<file path="src/rtl/alu_share_arbiter.sv">
`default_nettype none
// ============================================================================
// Module   : alu_share_arbiter
// Brief    : Time-shares one combinational ALU between two valid/ready requesters.
//            Define ALU_SHARE_ARBITER_FIXED_PRIO_EN for fixed priority (requester 0 wins).
// Revision : 1.0 - initial release
// ============================================================================
module alu_share_arbiter #(
   parameter int DATA_W = 8,
   parameter int OP_W   = 3
) (
   input  logic              clk,
   input  logic              rst,
   input  logic [1:0]        req_valid,
   output logic [1:0]        req_ready,
   input  logic [OP_W-1:0]   req0_opcode,
   input  logic [DATA_W-1:0] req0_a,
   input  logic [DATA_W-1:0] req0_b,
   input  logic [OP_W-1:0]   req1_opcode,
   input  logic [DATA_W-1:0] req1_a,
   input  logic [DATA_W-1:0] req1_b,
   output logic [1:0]        resp_valid,
   input  logic [1:0]        resp_ready,
   output logic [DATA_W-1:0] resp_data,
   output logic [OP_W-1:0]   alu_opcode,
   output logic [DATA_W-1:0] alu_a,
   output logic [DATA_W-1:0] alu_b,
   input  logic [DATA_W-1:0] alu_y,
   output logic              busy
);

   typedef enum logic [1:0] {
      IDLE = 2'd0,
      EXEC = 2'd1,
      RESP = 2'd2
   } state_t;

   state_t              state_q, state_d;
   logic                grant_q, grant_d;
   logic [DATA_W-1:0]   resp_data_q, resp_data_d;
   logic [OP_W-1:0]     alu_opcode_q, alu_opcode_d;
   logic [DATA_W-1:0]   alu_a_q, alu_a_d;
   logic [DATA_W-1:0]   alu_b_q, alu_b_d;
   logic                sel;

`ifdef ALU_SHARE_ARBITER_FIXED_PRIO_EN
   always_comb begin
      sel = (req_valid == 2'b10);
   end
`else
   logic rr_ptr_q, rr_ptr_d;

   always_comb begin
      case (req_valid)
         2'b10:   sel = 1'b1;
         2'b11:   sel = rr_ptr_q;
         default: sel = 1'b0;
      endcase
   end

   // Pointer moves only when a response completes, so the last-served loses ties.
   always_comb begin
      rr_ptr_d = rr_ptr_q;
      if (state_q == RESP && resp_ready[grant_q]) begin
         rr_ptr_d = ~grant_q;
      end
   end

   always_ff @(posedge clk or posedge rst) begin
      if (rst) begin
         rr_ptr_q <= 1'b0;
      end else begin
         rr_ptr_q <= rr_ptr_d;
      end
   end
`endif

   always_comb begin
      state_d      = state_q;
      grant_d      = grant_q;
      resp_data_d  = resp_data_q;
      alu_opcode_d = alu_opcode_q;
      alu_a_d      = alu_a_q;
      alu_b_d      = alu_b_q;
      req_ready    = 2'b00;
      resp_valid   = 2'b00;
      case (state_q)
         IDLE: begin
            if (|req_valid) begin
               req_ready[sel] = 1'b1;
               grant_d        = sel;
               alu_opcode_d   = sel ? req1_opcode : req0_opcode;
               alu_a_d        = sel ? req1_a      : req0_a;
               alu_b_d        = sel ? req1_b      : req0_b;
               state_d        = EXEC;
            end
         end
         EXEC: begin
            resp_data_d = alu_y;
            state_d     = RESP;
         end
         RESP: begin
            resp_valid[grant_q] = 1'b1;
            if (resp_ready[grant_q]) begin
               state_d = IDLE;
            end
         end
         default: state_d = IDLE;
      endcase
   end

   always_ff @(posedge clk or posedge rst) begin
      if (rst) begin
         state_q      <= IDLE;
         grant_q      <= 1'b0;
         resp_data_q  <= '0;
         alu_opcode_q <= '0;
         alu_a_q      <= '0;
         alu_b_q      <= '0;
      end else begin
         state_q      <= state_d;
         grant_q      <= grant_d;
         resp_data_q  <= resp_data_d;
         alu_opcode_q <= alu_opcode_d;
         alu_a_q      <= alu_a_d;
         alu_b_q      <= alu_b_d;
      end
   end

   assign resp_data  = resp_data_q;
   assign alu_opcode = alu_opcode_q;
   assign alu_a      = alu_a_q;
   assign alu_b      = alu_b_q;
   assign busy       = (state_q != IDLE);

endmodule
`default_nettype wire
</file>
<file path="config.mk">
export PLATFORM = sky130hd
export DESIGN_NAME = alu_share_arbiter
export DESIGN_NICKNAME = d
export VERILOG_FILES = /design/src/rtl/alu_share_arbiter.sv
export SDC_FILE = /design/constraint.sdc
export NUM_CORES = 1
export LEC_CHECK = 0
export CAP_MARGIN = 20
export CORE_UTILIZATION = 36
export CTS_CLUSTER_DIAMETER = 100
export DETAILED_ROUTE_END_ITERATION = 8
export GPL_ROUTABILITY_DRIVEN = 0
export PLACE_DENSITY_LB_ADDON = 0.05
export SETUP_SLACK_MARGIN = 0.5
export SYNTH_ARGS = -nofsm -noshare
export SYNTH_HDL_FRONTEND = slang
export SYNTH_SLANG_ARGS = --single-unit
</file>
<file path="constraint.sdc">
create_clock -name clk -period 3.3 [get_ports clk]
set_input_delay 0.495 -clock clk [delete_from_list [all_inputs] [get_ports clk]]
set_output_delay 0.495 -clock clk [all_outputs]
set_load 0.02 [all_outputs]
</file>
==> summary.md, run 1 <==
| Metric | Value |
|---|---|
| Clock Skew | `0.008617 ns` |
| DR DRC count | `0` |
| Hold buffer count at cts | `0` |
| Worst Min Path Start | `resp_data[7]$_DFFE_PP0N_` |
| CTS max path bufs | `2` |
| Min-delay worst type | `register to register` |
| Initial Util | `0.3776` |
| Largest net degree at the start of global routing | `32` |
| H-tree level count | `2` |
| Port Buffers | `83` |
| Outcome | `completed` |
| Area of the multi-input gates | `634.4 sq um` |
| Drt via density | `5.336` |
| CTS Root Cell | `clkbuf_8` |
| DIE HEIGHT | `67.01 um` |
| CP max stage delay | `around 0.6 ns` |
| Slew HR | `0.6444` |
| R2R Setup Slk | `~2 ns` |
| Area Growth Syn to Fin | `63.57%` |
| Routed Antenna Nets | `0` |
| Antenna diodes | `0` |
| Power Density | `921.6 nW/um^2` |
| # nets final | `approximately 290` |
| CP Capture Type | `primary output` |
| Slowest stage cell, crit path | `clkdlybuf4s50_1` |
| Max Fclk | `394.8 MHz` |
| Dpl hpwl | `about 3 mm` |
| Crit path top cell by count | `clkdlybuf4s50_1` |
| Tot GR Track Use | `0.2076` |
| FP Rows | `23` |
| Worst R2R End | `alu_opcode[0]$_DFFE_PP0P_` |
| Hold endpoint | `resp_data[7]$_DFFE_PP0N_` |
| Synthesized flop and latch total | `31` |
| # fillers | `352` |
| Max-cap violations | `0` |
| Post-Syn Nets | `205` |
| Initial antenna violation count | `0` |
| R2r startpoint | `state_q[1]$_DFFE_PP0P_` |
| Routed wire per std cell | `between 15 and 20 um` |
| Worst hold path stage count | `1` |
| Final min period | `2.533 ns` |
| CP Launch Type | `input port` |
| R2R depth | `4` |
| Yosys warnings | `0` |
| Sequential share of the synthesized area | `0.5099` |
| Hold Fails Final Rpt | `0` |
| Total setup buffers inserted after CTS | `0` |
| IO Count | `84` |
| Avg Inst Size Synth | `approximately 10 sq um` |
| Global-route wire length before repair | `6.803 mm` |
| Arrival @ worst endpoint | `2.04 ns` |
| CTS tree | `yes` |
| Buf/Inv on CP | `3` |
| Crit path required time | `2.80 ns` |
| Die footprint | `4490 sq um` |
| CP Max Fanout | `22` |
| Leak | `0.0009864 uW` |
| Number of global-route vias before repair | `approximately 1500` |
| Initial DRC Count | `97` |
| Post-CTS sizing | `0` |
| Final core occ | `0.6177` |
| Max-slew violations | `0` |
| Worst Tran Pin Value | `0.5328 ns` |
| TritonCTS Sinks | `31` |
| Core box area | `4029 sq um` |
| Setup CP Type | `input port to primary output` |
| GRT Residual Overflow | `0` |
| Mapped cell area | `1521 sq um` |
| Library cells used by synthesis | `22` |
| CTS Buf Count | `5` |
| First-pass DRT Iterations | `4` |
| Total Routed Length | `4.407 mm` |
| Latest clock arrival within the worst-skew pair | `0.28 ns` |
| Clk pin slew, worst setup/hold paths | `0.06 ns` |
| Most frequent cells in the layout | `clkdlybuf4s50_1 (83), dfrtp_1 (31), o21ai_0 (21), a31oi_1 (20), nand3_1 (19)` |
| RSZ-0062 raised after global routing | `no` |
| Via count | `1526` |
| Worst path cell trace | `clkdlybuf4s50_1 > buf_4 > and3_1 > clkdlybuf4s50_1` |
| Commonest non-fill, non-tap cell in the layout | `clkdlybuf4s50_1` |
| Worst vdd ir | `~0.47 mV` |
| Storage element area | `775.7 sq um` |
| Die W | `roughly 67 um` |
| Top delay family on crit path | `buffers and inverters` |
| Final setup fails | `0` |
| Synth Instances | `about 150` |
| Setup tns final | `0 ns` |
| Fin crit share | `0.7675` |
| Layout cells sized above 1 | `0.1483` |
[flip-flops by register name (all words and copies together) (netlist names)]
signal and count:
alu_a 8, rr_ptr_q 1, alu_opcode 3, alu_b 8
grant_q 1, state_q 2, resp_data 8
[power by group]
group | switching [uW] | total, uW | internal [uW] | leakage, uW
combinational | 623 | 1210 | 586 | 0.000573
clock | 140 | 385 | 244 | 0.0000612
sequential | 125 | 700 | 575 | 0.000352
[routing by layer]
metal	vias to the layer above	wire, um	GRT usage
met5	-	0	0
met4	0	60	0.08245
met3	7	287	0.05993
met2	58	2291	0.3713
met1	742	1768	0.2259
li1	719	-	-
[cell type report]
cell class	instances	area share
multi-input cells	102	0.2549
inverters	6	0.009050
clock inverters	2	0.01408
flip-flops and latches	31	0.3117
well taps	50	0.02514
repair buffers	89	0.3519
clock buffers	6	0.03318
[logic make-up after synthesis]
logic type	synth area share
mux	0.05921
buf+inv	0.07483
compound gates	0.2533
flops	0.5099
simple gates	0.1028
[how the worst max path moves through the flow]
stage,startpoint,to,cells after the start
6_report,req_valid[1],req_ready[1],4
5_1_grt,req_valid[1],req_ready[1],4
4_1_cts,req_valid[1],req_ready[1],4
3_5_place_dp,req_valid[1],req_ready[1],4
3_3_place_gp,req_valid[1],req_ready[1],4
2_1_floorplan,req_valid[0],req_ready[0],3
[synth_stat cells, drive strengths merged]
master / instances / area [sq um]
clkbuf: 3 / 12.51
o21ai: 22 / 110.1
a21o: 1 / 7.510
a31oi: 20 / 125.1
nand3: 19 / 95.09
buf: 11 / 78.82
and3: 2 / 12.51
dfrtp: 31 / 775.7
a21oi: 21 / 142.6
mux2: 8 / 90.09
inv: 6 / 22.52
nor2b: 1 / 6.260
nand2: 1 / 6.260
nor2: 3 / 11.26
nand2b: 3 / 18.77
or2: 1 / 6.260
[per-stage QoR]
| stage | hold slack [ns] | cells | power [uW] | setup slack (ns) | area, sq um |
|---|---|---|---|---|---|
| after floorplan | 0.5079 | 153 | 1385 | 1.713 | 1521 |
| after global placement | 0.4853 | 278 | 1888 | 0.7815 | 2371 |
| after detailed placement | 0.4966 | 278 | 1928 | 0.7664 | 2371 |
| after CTS | 0.5121 | 286 | 2318 | 0.7584 | 2489 |
| after global routing | 0.5340 | 286 | 2435 | 0.7161 | 2489 |
| final | 0.5085 | 286 | 2293 | 0.7672 | 2489 |
Note: power is estimated with default switching activity, not from simulation.
==> run 2: changes to the inputs <==
- clock period: 3.3 -> 2.6 ns (I/O delays scaled with it)
==> run 2 against run 1 <==
Compared with the run above: total power up 28%; final cell count unchanged; critical path depth down 1; clock power up 28%; sequential share of layout area down 0.17 points; clock skew down 0.0022 ns; sequential power up 27%; die area unchanged; worst setup slack worse by 0.16 ns; critical endpoint is now resp_valid[0]; largest cell class unchanged; largest power group unchanged.
==> summary.md, run 2 (synthesis results as in run 1) <==
| Metric | Value |
|---|---|
| Outcome | `completed` |
| Final min period | `1.994 ns` |
| Port Buffers | `83 (unchanged)` |
| Most frequent cells in the layout | `clkdlybuf4s50_1 (80), dfrtp_1 (31), o21ai_0 (21), a31oi_1 (20), nand3_1 (19)` |
| Worst vdd ir | `0.5130 mV (+8.4%)` |
| Initial DRC Count | `52 (-46%)` |
| R2R Setup Slk | `1.26 ns (-0.74 ns)` |
| Global-route wire length before repair | `7.134 mm (+4.9%)` |
| Max-cap violations | `0 (unchanged)` |
| Crit path required time | `2.21 ns (-0.59 ns)` |
| Final setup fails | `0 (unchanged)` |
| CTS Buf Count | `5 (unchanged)` |
| P_int | `1801 uW (+28%)` |
| Die footprint | `4490 sq um (unchanged)` |
| Layout cells sized above 1 | `0.1525 (+0.004237)` |
| CTS tree | `yes` |
| Total Routed Length | `4.487 mm (+1.8%)` |
| Dpl hpwl | `3.089 mm (+3.0%)` |
| R2r startpoint | `state_q[1]$_DFFE_PP0P_` |
| TritonCTS Sinks | `31 (unchanged)` |
| Power Density | `1177 nW/um^2 (+28%)` |
| Clk pin slew, worst setup/hold paths | `0.07 ns (about the same)` |
| # nets final | `287 (unchanged)` |
| Core box area | `4029 sq um (unchanged)` |
| Clock Skew | `0.006400 ns (-0.002217 ns)` |
| DIE HEIGHT | `67.01 um (unchanged)` |
| Clock share of power | `0.167 (about the same)` |
| H-tree level count | `2 (unchanged)` |
| Max Fclk | `501.5 MHz` |
| Latest clock arrival within the worst-skew pair | `0.28 ns (about the same)` |
| Power share of the combinational group | `0.530 (+0.003)` |
| Slew HR | `0.6469 (+0.002491)` |
| First-pass DRT Iterations | `4 (unchanged)` |
| Sequential share of power | `0.303 (-0.002)` |
| Routed Antenna Nets | `0 (unchanged)` |
| Routed wire per std cell | `15.69 um (+1.8%)` |
| Drt via density | `5.262 (-1.4%)` |
| Worst R2R End | `resp_data[1]$_DFFE_PP0N_` |
| Tot GR Track Use | `0.2162 (+0.008678)` |
| P_sw | `1146 uW (+29%)` |
| GRT Residual Overflow | `0 (unchanged)` |
| CP Capture Type | `primary output` |
| Setup tns final | `0 ns (unchanged)` |
| Hold Fails Final Rpt | `0 (unchanged)` |
| FP Rows | `23 (unchanged)` |
| Sw Ratio | `0.3888 (+0.001358)` |
| Leak | `0.001005 uW (+1.8%)` |
| CTS max path bufs | `2 (unchanged)` |
| Initial antenna violation count | `0 (unchanged)` |
| IO Count | `84 (unchanged)` |
| Antenna diodes | `0 (unchanged)` |
| Min-delay worst type | `input port to async pin` |
| Final std cells w/o fill | `286 (unchanged)` |
| Largest net degree at the start of global routing | `32 (unchanged)` |
| Total setup buffers inserted after CTS | `0 (unchanged)` |
| Worst Tran Pin Value | `0.5291 ns (-0.003733 ns)` |
| DR DRC count | `0 (unchanged)` |
| Arrival @ worst endpoint | `1.60 ns (-0.44 ns)` |
| DP Cell Count | `278 (unchanged)` |
| Number of global-route vias before repair | `1584 (+8.5%)` |
| RSZ-0062 raised after global routing | `no` |
| Area Growth Syn to Fin | `64.47%` |
| Commonest non-fill, non-tap cell in the layout | `clkdlybuf4s50_1` |
| Via count | `1505 (-1.4%)` |
| Initial Util | `0.3776 (unchanged)` |
| Fin crit share | `0.7669` |
| Die W | `67.01 um (unchanged)` |
| CP Launch Type | `register` |
| CP Max Fanout | `4 (-82%)` |
| Max-slew violations | `0 (unchanged)` |
| Setup CP Type | `register to primary output` |
| CTS Root Cell | `clkbuf_8` |
| R2R depth | `2 (-2)` |
-- run 2: routing by layer --
| metal | up-vias | wire (um) | track usage |
|---|---|---|---|
| met3 | 8 | 338 | 0.07363 |
| met4 | 0 | 54 | 0.08245 |
| met5 | - | 0 | 0 |
| met1 | 711 | 1828 | 0.2367 |
| met2 | 65 | 2265 | 0.3788 |
| li1 | 721 | - | - |
-- run 2: worst max-delay path by stage --
stage                                 from             to  cells past startpoint
global placement              req_valid[1]   req_ready[0]                      5
finish              state_q[0]$_DFFE_PP0P_  resp_valid[0]                      3
CTS                 state_q[1]$_DFFE_PP0P_           busy                      4
detailed placement            req_valid[1]   req_ready[0]                      5
global route        state_q[0]$_DFFE_PP0P_  resp_valid[0]                      3
floorplan             rr_ptr_q$_DFFE_PP0P_   req_ready[0]                      3
-- run 2: through the flow --
step | worst slack [ns] | area, sq um | hold slack (ns) | util | total power, uW
floorplan | 1.143 | 1521 | 0.4935 | - | 1757
global placement | 0.3482 | 2371 | 0.4855 | 0.5885 | 2396
detailed placement | 0.3157 | 2371 | 0.4921 | 0.5885 | 2444
CTS | 0.5136 | 2504 | 0.5021 | 0.6214 | 2974
global route | 0.5236 | 2502 | 0.5273 | 0.6211 | 3135
finish | 0.6061 | 2502 | 0.4964 | 0.6211 | 2947
-- run 2: critical path: stages, from the launching register on --
cell and delay (ns):
dfrtp_1 0.43, nand2b_1 0.19, nor2_1 0.10, clkdlybuf4s50_1 0.61
-- run 2: final cells by class --
cell class | instances | area (sq um)
timing repair buffer | 89 | 884.6
multi-input combinational | 102 | 639.4
clock inverter | 2 | 35.03
inverter | 6 | 22.52
sequential | 31 | 775.7
tap | 50 | 62.56
fill | 337 | 1526
clock buffer | 6 | 82.58
-- run 2: timing repair --
item	4_1_cts	5_1_grt
endpoints found under the setup margin	3	2
hold buffers	0	0
resized for setup	6	3
endpoints found under the hold margin	0	0
-- run 2: power by group through the flow --
stage                     clock network (uW)  logic [uW]  registers, uW
final                                    492        1560            892
after floorplan                            0         617           1140
after detailed placement                   0        1550            895
after global placement                     0        1510            881
after global routing                     529        1680            928
after CTS                                504        1580            893
==> run 3: changes to the inputs <==
- CORE_UTILIZATION: 36 -> 35
- clock period: 2.6 -> 1.8 ns (I/O delays scaled with it)
==> run 3 against run 2 <==
Compared with the run above: clock power up 45%; via count up 6.0%; largest cell class unchanged; critical path depth unchanged; first-iteration DRC count up 120%; die area up 2.8%; global-route usage down 0.52 points; hold slack worse by 0.13 ns.
==> summary.md, run 3 (synthesis results as in run 1) <==
| Metric | Value |
|---|---|
| Outcome | `completed` |
| CTS tree | `yes` |
| Slew HR | `0.7274 (+0.08054)` |
| Most frequent cells in the layout | `clkdlybuf4s50_1 (49), dfrtp_1 (28), dlygate4sd2_1 (26), o21ai_0 (21), a31oi_1 (20)` |
| Routed Antenna Nets | `0 (unchanged)` |
| H-tree level count | `2 (unchanged)` |
| RSZ-0062 raised after global routing | `yes` |
| Clock Skew | `0.004557 ns (-0.001844 ns)` |
| Initial DRC Count | `114 (+120%)` |
| Grt met3 use | `0.05667 (-0.01696)` |
| CP Launch Type | `register` |
| Max Fclk | `678.3 MHz` |
| Setup CP Type | `register to primary output` |
| Met1 Usage GRT | `0.2537 (+0.01698)` |
| Leak | `0.001127 uW (+12%)` |
| Worst setup startpoint | `state_q[0]$_DFFE_PP0P_` |
| Initial Util | `0.3723 (-0.005319)` |
| Worst vdd ir | `0.7224 mV (+41%)` |
| TritonCTS Sinks | `31 (unchanged)` |
| CP endpoint | `req_ready[1]` |
| Routed wire per std cell | `15.80 um (+0.70%)` |
| Min-delay worst type | `input port to async pin` |
| Core box area | `4086 sq um (+1.4%)` |
| Antenna diodes | `0 (unchanged)` |
| Latest clock arrival within the worst-skew pair | `0.28 ns (about the same)` |
| CTS Buf Count | `5 (unchanged)` |
| FP Rows | `23 (unchanged)` |
| GRT Residual Overflow | `0 (unchanged)` |
| Worst Tran Pin Value | `0.4089 ns (-0.1202 ns)` |
| Setup tns final | `0 ns (unchanged)` |
| DP Cell Count | `283 (+1.8%)` |
| Global-route wire length before repair | `7.176 mm (+0.59%)` |
| Total power draw | `4498 uW (+53%)` |
| Worst R2R End | `resp_data[7]$_DFFE_PP0N_` |
| CTS Root Cell | `clkbuf_8` |
| Power Density | `1681 nW/um^2 (+43%)` |
| Total Routed Length | `4.724 mm (+5.3%)` |
| Dpl hpwl | `3.117 mm (+0.88%)` |
| DR DRC count | `0 (unchanged)` |
| Final std cells w/o fill | `299 (+4.5%)` |
| CP Capture Type | `primary output` |
| IO Count | `84 (unchanged)` |
| Via count | `1596 (+6.0%)` |
| CTS max path bufs | `2 (unchanged)` |
| Hold Fails Final Rpt | `0 (unchanged)` |
| Crit path required time | `1.53 ns (-0.68 ns)` |
| Die footprint | `4614 sq um (+2.8%)` |
| Die W | `67.93 um (+1.4%)` |
| Layout cells sized above 1 | `0.2570 (+0.1045)` |
| R2R Setup Slk | `0.51 ns (-0.75 ns)` |
| CP Max Fanout | `4 (unchanged)` |
| First-pass DRT Iterations | `4 (unchanged)` |
| Fin crit share | `0.8190` |
| Initial antenna violation count | `0 (unchanged)` |
| DIE HEIGHT | `67.93 um (+1.4%)` |
| Commonest non-fill, non-tap cell in the layout | `clkdlybuf4s50_1` |
| Final setup fails | `0 (unchanged)` |
| R2r startpoint | `state_q[1]$_DFFE_PP0P_` |
| Port Buffers | `83 (unchanged)` |
| Max-slew violations | `0 (unchanged)` |
| Largest net degree at the start of global routing | `32 (unchanged)` |
| Number of global-route vias before repair | `1551 (-2.1%)` |
| Max-cap violations | `0 (unchanged)` |
| R2R depth | `2 (unchanged)` |
| Final min period | `1.474 ns` |
| Drt via density | `5.338 (+1.4%)` |
| Area Growth Syn to Fin | `75.82%` |
| GRT met2 Usage | `0.3615 (-0.01723)` |
| Clk pin slew, worst setup/hold paths | `0.07 ns (about the same)` |
| Arrival @ worst endpoint | `1.20 ns (-0.40 ns)` |
| Most crowded layer after global routing | `met2` |
| # nets final | `300 (+4.5%)` |
| Tot GR Track Use | `0.2111 (-0.005181)` |
-- run 3: cell count changes in the layout (fill, tap and decap cells not counted), moves of 2 or more --
cell             change
clkdlybuf4s50_1     -31
dlygate4sd2_1       +25
buf_6                +9
buf_4                +7
dfrtp_1              -3
dfrtp_2              +3
and3_1               -2
and3_4               +2
clkbuf_16            +2
clkdlybuf4s15_1      +2
inv_1                -2
nand2b_1             -2
nand2b_4             +2
-- run 3: layout make-up --
class                      instances  area, sq um
tap                               50        62.56
multi-input combinational        102        675.6
clock inverter                     2        35.03
inverter                           6        27.53
timing repair buffer             102         1012
sequential                        31        779.5
fill                             337         1411
clock buffer                       6        82.58
-- run 3: timing repair --
item / CTS / global route
hold buffers: 0 / 0
pin swaps: 1 / 3
setup endpoints to repair: 59 / 34
buffers inserted: 3 / 2
gates resized for setup: 69 / 12
gates cloned: 0 / 3
-- run 3: through the flow --
| stage | instance area (sq um) | utilization | setup WS (ns) | hold slack, ns |
|---|---|---|---|---|
| final | 2675 | 0.6546 | 0.3257 | 0.3682 |
| after global routing | 2675 | 0.6546 | 0.2676 | 0.4363 |
| after floorplan | 1525 | - | 0.5801 | 0.3735 |
| after CTS | 2561 | 0.6268 | 0.2604 | 0.3918 |
| after detailed placement | 2412 | 0.5903 | -0.2072 | 0.4928 |
| after global placement | 2412 | 0.5903 | -0.1917 | 0.4864 |
-- run 3: worst min-delay path by stage --
stage	start	slack [ns]	cells after the start	to
floorplan	rst	0.37	1	alu_a[0]$_DFFE_PP0P_
global placement	resp_data[5]$_DFFE_PP0N_	0.49	1	resp_data[5]$_DFFE_PP0N_
detailed placement	resp_data[0]$_DFFE_PP0N_	0.49	1	resp_data[0]$_DFFE_PP0N_
CTS	rst	0.39	3	resp_data[6]$_DFFE_PP0N_
global route	rst	0.44	3	resp_data[7]$_DFFE_PP0N_
finish	rst	0.37	3	resp_data[3]$_DFFE_PP0N_
-- run 3: routing by layer --
layer	up-vias	wire (um)
li1	750	-
met1	775	1907
met2	67	2372
met3	4	416
met4	0	27
met5	-	0
-- run 3: power breakdown --
group          total (uW)  leakage (uW)  switching, uW  internal, uW
clock network         711     0.0000612            264           448
logic                2490      0.000718           1260          1230
registers            1290      0.000348            235          1060
total                4500       0.00113           1760          2740
-- run 3: worst max-delay path, cell delays in order, from the launching register on --
cell and delay (ns):
dfrtp_2 0.45, nor2_4 0.16, and3_4 0.21, buf_6 0.11
